==> src/rtl/bmux_pkg.sv <==
`default_nettype none
// ------------------------------------------------------------------------
// bmux_pkg : shared mode encodings and width helper for bmux_rr. Rev 1.0
// ------------------------------------------------------------------------
package bmux_pkg;

  localparam logic MODE_DIRECT = 1'b0;
  localparam logic MODE_RR     = 1'b1;

  // Ceiling log2, never below 1 so a select port always has at least one bit.
  function automatic int clog2(input int v);
    int r;
    r = 0;
    for (int i = 0; i < 31; i++) begin
      if ((1 << i) < v) r = i + 1;
    end
    return (r < 1) ? 1 : r;
  endfunction

endpackage
`default_nettype wire

==> src/rtl/bmux_rr_pick.sv <==
`default_nettype none
// ------------------------------------------------------------------------
// rr_pick : round-robin winner search starting at ptr (rotate, encode, unrotate). Rev 1.0
// ------------------------------------------------------------------------
module rr_pick
  import bmux_pkg::*;
#(
  parameter int N     = 8,
  parameter int SEL_W = 3
) (
  input  logic [N-1:0]     req,
  input  logic [SEL_W-1:0] ptr,
  output logic [SEL_W-1:0] win,
  output logic             any
);

  logic [N-1:0]     rot;
  logic [SEL_W-1:0] off;

  // Modulo-N add; both operands are below N so one conditional subtract suffices.
  function automatic logic [SEL_W-1:0] wrap_add(input logic [SEL_W-1:0] a,
                                                input logic [SEL_W:0]   b);
    logic [SEL_W:0] t;
    t = {1'b0, a} + b;
    if (t >= (SEL_W+1)'(N)) t = t - (SEL_W+1)'(N);
    return t[SEL_W-1:0];
  endfunction

  always_comb begin
    rot = '0;
    for (int i = 0; i < N; i++) begin
      rot[i] = req[wrap_add(ptr, (SEL_W+1)'(i))];
    end
    off = '0;
    for (int i = N - 1; i >= 0; i--) begin
      if (rot[i]) off = SEL_W'(i);
    end
    any = |rot;
    win = wrap_add(ptr, {1'b0, off});
  end

endmodule
`default_nettype wire

==> src/rtl/bmux_rr.sv <==
`default_nettype none
// ------------------------------------------------------------------------
// bmux_rr : N-channel registered mux, direct select or round-robin arbitration. Rev 1.0
// ------------------------------------------------------------------------
module bmux_rr
  import bmux_pkg::*;
#(
  parameter  int WIDTH = 16,
  parameter  int N     = 8,
  localparam int SEL_W = clog2(N)
) (
  input  logic               clk,
  input  logic               rst_n,
  input  logic               mode,
  input  logic [SEL_W-1:0]   s,
  input  logic [N-1:0]       req,
  input  logic [N*WIDTH-1:0] d,
  input  logic               hold,
  output logic [WIDTH-1:0]   r,
  output logic               r_valid,
  output logic [SEL_W-1:0]   r_src,
  output logic [N-1:0]       ack
);

  logic [WIDTH-1:0] ch [N];
  logic [SEL_W-1:0] ptr;
  logic [SEL_W-1:0] win;
  logic             any;
  logic             s_ok;

  logic [WIDTH-1:0] r_nx;
  logic             valid_nx;
  logic [SEL_W-1:0] src_nx;
  logic [N-1:0]     ack_nx;
  logic [SEL_W-1:0] ptr_nx;

  for (genvar i = 0; i < N; i++) begin : g_chan
    assign ch[i] = d[i*WIDTH +: WIDTH];
  end

  rr_pick #(
    .N     (N),
    .SEL_W (SEL_W)
  ) u_pick (
    .req (req),
    .ptr (ptr),
    .win (win),
    .any (any)
  );

  // Only reachable as false when N is not a power of two.
  assign s_ok = ({1'b0, s} < (SEL_W+1)'(N));

  always_comb begin
    r_nx     = r;
    valid_nx = r_valid;
    src_nx   = r_src;
    ack_nx   = '0;
    ptr_nx   = ptr;
    if (!hold) begin
      if (mode == MODE_DIRECT) begin
        if (s_ok) begin
          r_nx      = ch[s];
          src_nx    = s;
          valid_nx  = 1'b1;
          ack_nx[s] = req[s];
        end else begin
          r_nx     = '0;
          src_nx   = '0;
          valid_nx = 1'b0;
        end
      end else if (any) begin
        r_nx        = ch[win];
        src_nx      = win;
        valid_nx    = 1'b1;
        ack_nx[win] = 1'b1;
        ptr_nx      = (win == SEL_W'(N - 1)) ? '0 : win + 1'b1;
      end else begin
        valid_nx = 1'b0;
      end
    end
  end

  always_ff @(posedge clk or negedge rst_n) begin
    if (!rst_n) begin
      r       <= '0;
      r_valid <= 1'b0;
      r_src   <= '0;
      ack     <= '0;
      ptr     <= '0;
    end else begin
      r       <= r_nx;
      r_valid <= valid_nx;
      r_src   <= src_nx;
      ack     <= ack_nx;
      ptr     <= ptr_nx;
    end
  end

endmodule
`default_nettype wire
==> config.mk <==
export PLATFORM = sky130hd
export DESIGN_NAME = bmux_rr
export DESIGN_NICKNAME = d
export VERILOG_FILES = /design/src/rtl/bmux_pkg.sv /design/src/rtl/bmux_rr_pick.sv /design/src/rtl/bmux_rr.sv
export SDC_FILE = /design/constraint.sdc
export NUM_CORES = 1
export LEC_CHECK = 0
export CORE_MARGIN = 8
export CORE_UTILIZATION = 40
export DETAILED_ROUTE_END_ITERATION = 10
export GPL_TIMING_DRIVEN = 0
export PLACE_DENSITY_LB_ADDON = 0.08
export SLEW_MARGIN = 20
export SYNTH_ARGS = -nofsm -noshare
export SYNTH_HDL_FRONTEND = slang
export SYNTH_SLANG_ARGS = --single-unit
==> constraint.sdc <==
create_clock -name clk -period 7.8 [get_ports clk]
set_input_delay 1.17 -clock clk [delete_from_list [all_inputs] [get_ports clk]]
set_output_delay 1.17 -clock clk [all_outputs]
set_load 0.02 [all_outputs]
* Word-level counts from Yosys, hierarchy flattened
Cells that the tools add are included.
** Operators by class
- Add/subtract/negate cells :: 18
- Order comparisons :: 23
- Equality and inequality tests :: 2
- Mux-type cells :: 55
- Bitwise logic cells :: 4
- Reductions and logical operators :: 5
** Operators with widths (count)
- 16-bit binary-select mux with 3-bit select :: 2
- 16-bit two-way mux :: 6
- 3-bit two-way mux :: 20
- 4-bit >= comparator, second input constant :: 10
- 3-bit by 4-bit < comparator with 1-bit output, second input constant :: 10
- 1-bit binary-select mux with 3-bit select :: 9
- 3-bit by 1-bit subtractor with 3-bit output, second input constant :: 9
- 8-bit two-way mux :: 3
- 3-bit by 3-bit adder with 4-bit output, second input constant :: 4
- 1-bit two-way mux :: 13
- 3-bit by 2-bit adder with 4-bit output, second input constant :: 2
- 8-bit bitwise AND :: 1
- 3-bit inverter with 4-bit output :: 2
- 8-bit OR reduction :: 1
- 1-bit demux with 3-bit select :: 2
- 3-bit by 1-bit >= comparator with 1-bit output, second input constant :: 2
- 3-bit by 1-bit adder with 4-bit output, second input constant :: 1
- 3-bit by 3-bit adder with 4-bit output :: 1
- 3-bit by 4-bit >= comparator with 1-bit output, second input constant :: 1
- 3-bit by 1-bit adder with 3-bit output, second input constant :: 1
- 3-bit equality test, second input constant :: 1
- 3-bit AND reduction :: 1
- 1-bit logical AND :: 2
- 2-bit by 1-bit inequality test with 1-bit output, second input constant :: 1
- 2 further kinds :: 2
** Storage, ports and cells
- Register bits after elaboration :: 31
- Bits of input ports :: 143
- Word-level logic and storage cells :: 112

* Depth between registers and ports, before layout
- Depth in word-level cells :: 23
- Gate-level depth with buffers :: 19
- Depth with buffers taken out :: 15

* Hierarchy
Synthesis repeated with hierarchy kept, for this count alone.
** Second synthesis, totals
- Cells, all modules :: 416
- Area total of the unflattened synthesis :: 4406.7 um2
** Modules (own cells, without submodules)
- bmux_rr :: instances 1, cells an instance 337, area an instance 3628.5 um2
- rr_pick :: instances 1, cells an instance 79, area an instance 778.2 um2

* Worst setup path after synthesis
No wires, ideal clock.
- Path type :: input to register
- From :: input req[2]
- To :: register r[1]
- Library setup time :: 0.118 ns
- Data arrival time :: 4.390 ns
- Setup slack :: 3.291 ns
- Stages on the path :: 16
- Cells stage by stage :: or3b_2 a21oi_1 nor3_1 o21ai_0 a22oi_1 a21oi_1 o22a_1 ha_1 inv_1 fa_1 clkbuf_1 clkbuf_1 mux4_2 mux2i_1 a211oi_1 a21o_1
** On the way
- Word-level cells in the longest chain between the ends :: 19
- Elaborated cells between the ends (all ways) :: 37
** Ends and longest elaborated chain
- start: declaration :: RTL line bmux_rr.sv:16 : input logic [N-1:0] req,
- 1-bit binary-select mux with 3-bit select :: RTL line bmux_rr_pick.sv:32 : rot[i] = req[wrap_add(ptr, (SEL_W+1)'(i))];
- 1-bit two-way mux (implied by the code) :: RTL line bmux_rr_pick.sv:32
- 3-bit two-way mux (8 in series) :: RTL line bmux_rr_pick.sv:36 : if (rot[i]) off = SEL_W'(i);
- 3-bit by 3-bit adder with 4-bit output :: RTL line bmux_rr_pick.sv:24 : t = {1'b0, a} + b;
- 4-bit >= comparator / 3-bit by 1-bit subtractor with 3-bit output (equally long branches) :: RTL line bmux_rr_pick.sv:25 : if (t >= (SEL_W+1)'(N)) t = t - (SEL_W+1)'(N);
- 3-bit two-way mux :: RTL line bmux_rr_pick.sv:25
- 3-bit inverter with 4-bit output (implied by the code) :: RTL line bmux_rr.sv:73 : r_nx = ch[win];
- 16-bit binary-select mux with 3-bit select :: RTL line bmux_rr.sv:73
- 16-bit two-way mux (implied by the code) (2 in series) :: RTL line bmux_rr.sv:73
- 16-bit two-way mux :: RTL line bmux_rr.sv:72 : end else if (any) begin
- 16-bit two-way mux :: RTL line bmux_rr.sv:61 : if (mode == MODE_DIRECT) begin
- end signal: assignment :: RTL line bmux_rr.sv:92 : r <= r_nx;
- end: declaration :: RTL line bmux_rr.sv:19 : output logic [WIDTH-1:0] r,
Parallel ways exist; a longest one is shown, timed or not. The select of a mux whose other input is x is not followed.
A chain may end at the register's enable or synchronous reset.

* Worst setup path in the final report
- From :: input req[2]
- To :: register r[6]
Same word-level chain as after synthesis.

==> run metrics <==
status=completed; Syn-to-layout area delta=46.1%; Mapped Cells=roughly 440; Ant. Diodes=0; Pins Over Slew Limit=0; P_sw=0.00138 W; GR Util All Layers=0.244; Final Setup Violations=0; hold depth=1; top-area cell type share of the netlist area=0.269; die width=between 100 and 150 um; R2R cell count=15; Starting Density=0.412; antenna viol nets, final=0; peak supply drop=0.301 mV; Mapped Nets=583; Top delay family on crit path=buffers and inverters; gr ovfl total=0; Crit. End Element=flop; Crit-path slowest cell=clkbuf_1; Crit Path Class=input pin to flop; FF+latch count, synth=31; Clk pwr share=0.052; P_leak=2.37 nW; DRC violations left=0; Distinct cells, synth=54; dpl hpwl=14.4 mm; CP Data Arrival Time=5.94 ns; area leader, netlist=mux4_2; Int Power=0.00149 W; initial antenna violation count=0; die height=119 um; Worst path max stage delay=0.70 ns; # Post-CTS Setup Buffers=0; CP Max Fanout=10; RSZ-0062 raised after global routing=no; top cells by area, synth=mux4_2 (27%), dfrtp_1 (18%), mux2i_1 (8.9%); sequential share of power=0.095; number of synthesized flops with an enable pin=0; crit path time final=a little under 6 ns; pwr dens=460 mW/mm^2; largest net degree at the start of global routing=29; port bufs=approximately 170; WL/cell=23.9 um; mapped cell area=0.00427 mm^2; vias in the first global route=between 4000 and 5000; Bufs on Longest Clock Path=2; DR vias=4661; max cap viols=0; flip-flop and latch area=a little under 800 um^2; Core Region=0.0104 mm^2; TritonCTS Buffers=5; Gate power share=0.852; CTS tree=yes; Post-Syn Area per Cell=slightly below 10 um^2; Total Nets Final=759; Fmax achieved=0.173 GHz; RD Place Congestion=0.897; drt initial violations=~360; Worst-Margin Slew=0.952 ns; Placed Cells incl. Taps=740; IO Count=171; # H-tree levels=2; Seq/Total Area, Yosys=0.182; Critical Path Start Type=input pin; clk slew on worst S/H paths=0.06 ns; post-route setup TNS=0 ns; worst hold slack=0.483 ns; main flop type after synthesis=dfrtp_1; Final Util=0.602; instance count on the critical path=17; Min-Delay Path Class=flop to flop; via density per instance=6.23; endpoints failing hold=0; clk_lat worst skew=about 0.3 ns; global-route wire length before repair=27.4 mm; share of cells above drive strength 1=0.157; # clock sinks=31; required time of the critical path=7.97 ns; Synth warnings=0; Final Cycle Share=0.740; Synth async-reset ratio=1.00; Worst Path Buf+Inv=4; worst-path cell chain=clkdlybuf4s50_1 > or3b_2 > a21oi_1 > nor3_1 > o21ai_0 > a22oi_1 > a21oi_1 > o22a_1 > ha_1 > inv_1 > fa_1 > clkbuf_1 > clkbuf_1 > mux4_2 > mux2i_1 > a211oi_1 > a21o_1; Final Non-Filler Cells=~750; Root Buffer=clkbuf_8; first drt pass iteration count=7; Clock Skew=0.0197 ns; area occupied by multi-input gates=about 0.0033 mm^2; switching share of power=0.482; Slew Limit Headroom=0.360; hold buffer count at CTS=0; Site Rows=37; Resize count post-CTS=0; final WL=17.9 mm; number of fill cells in the layout=923; DIE AREA=roughly 0.014 mm^2
metrics by stage:
step | area [um^2] | setup slack, ns | power [W]
after floorplan | 4270 | 3.29 | 0.00204
after global placement | 6120 | 1.77 | 0.00267
after detailed placement | 6140 | 1.78 | 0.00271
after CTS | 6240 | 2.10 | 0.00287
after global routing | 6240 | 1.71 | 0.00307
final | 6240 | 2.03 | 0.00287
cell families (layout without fill, tap and decap cells):
family	after synthesis	count (layout)	share of synthesized area
compound gates	126	126	0.200
xor+xnor	5	5	0.0103
fa+ha+maj	5	5	0.0164
buf+inv	54	231	0.0554
flops	31	31	0.182
mux	111	111	0.418
simple gates	103	103	0.118
final timing paths:
check	start	end	slack, ns
setup / recovery	req[2]	r[6]	2.03
hold / removal	r[9]	r[9]	0.48
setup reg to reg	ptr[1]	r[6]	2.28
hold reg to reg	r[9]	r[9]	0.48
max in group asynchronous	rst_n	ptr[2]	6.69
min in group asynchronous	rst_n	r_src[1]	0.69
synth_stat cells (5+ instances only):
cell / count
a211oi_1: 18
nand3_1: 6
dfrtp_1: 31
mux2i_1: 38
nand2_1: 14
a21oi_1: 31
inv_1: 11
nor3_1: 9
nor2_1: 45
mux2_2: 19
a22oi_1: 11
a22o_1: 5
mux4_2: 51
o21ai_0: 12
nor2b_1: 9
clkbuf_1: 31
a221oi_1: 6
a21o_1: 14
a31oi_1: 11
per-layer routing:
layer / up-vias / global-route usage / part of all wire
met5: - / 0 / 0
met4: 0 / 0.0827 / 0.022
met3: 29 / 0.0756 / 0.10
met2: 285 / 0.401 / 0.48
met1: 2264 / 0.297 / 0.40
li1: 2083 / - / -
flip-flops by register name, indices dropped and copies added (netlist names):
name	cells
r	16
ptr	3
r_src	3
ack	8
r_valid	1
cells in the final DEF (no fill, tap or decap), drive strengths merged, types with 3 or more instances in the layout:
| cell type | synthesis | layout |
|---|---|---|
| dfrtp | 31 | 31 |
| buf | 10 | 12 |
| mux4 | 51 | 51 |
| a211oi | 18 | 18 |
| o21ai | 12 | 12 |
| a22o | 5 | 5 |
| a221oi | 6 | 6 |
| o211ai | 4 | 4 |
| a21o | 14 | 14 |
| or3b | 4 | 4 |
| xor2 | 3 | 3 |
| nand2b | 4 | 4 |
| a22oi | 11 | 11 |
| nor2b | 9 | 9 |
| nand3 | 6 | 6 |
| clkbuf | 31 | 38 |
| a21oi | 31 | 31 |
| ha | 4 | 4 |
| nor3 | 9 | 9 |
| nor2 | 45 | 45 |
| nand2 | 14 | 14 |
| o31ai | 3 | 3 |
| clkdlybuf4s50 | 0 | 167 |
| mux2 | 22 | 22 |
| inv | 12 | 12 |
| a31oi | 12 | 12 |
| mux2i | 38 | 38 |
power by group through the flow:
stage | Combinational, W | Sequential [W] | Clock (W)
floorplan | 0.00169 | 0.000344 | 0
global placement | 0.00240 | 0.000275 | 0
detailed placement | 0.00244 | 0.000277 | 0
CTS | 0.00244 | 0.000274 | 0.000151
global route | 0.00263 | 0.000283 | 0.000158
finish | 0.00245 | 0.000274 | 0.000150
layout make-up:
class                      instances  area share
multi-input combinational        350       0.522
timing repair buffer             169       0.272
sequential                        31       0.124
buffer                            41      0.0301
tap                              136      0.0273
clock buffer                       7      0.0154
inverter                          13     0.00782
clock inverter                     1     0.00120
worst register-to-register path, stage by stage (launching register included):
cell	delay, ns
dfrtp_1	0.42
buf_2	0.28
inv_1	0.13
ha_1	0.29
clkbuf_1	0.38
mux4_2	0.59
nor2_1	0.21
inv_1	0.08
o32a_1	0.35
fa_1	0.55
clkbuf_1	0.54
clkbuf_1	0.71
mux4_2	0.42
mux2i_1	0.15
a211oi_1	0.12
a21o_1	0.21
No activity file was read; power rests on OpenSTA's default activity.
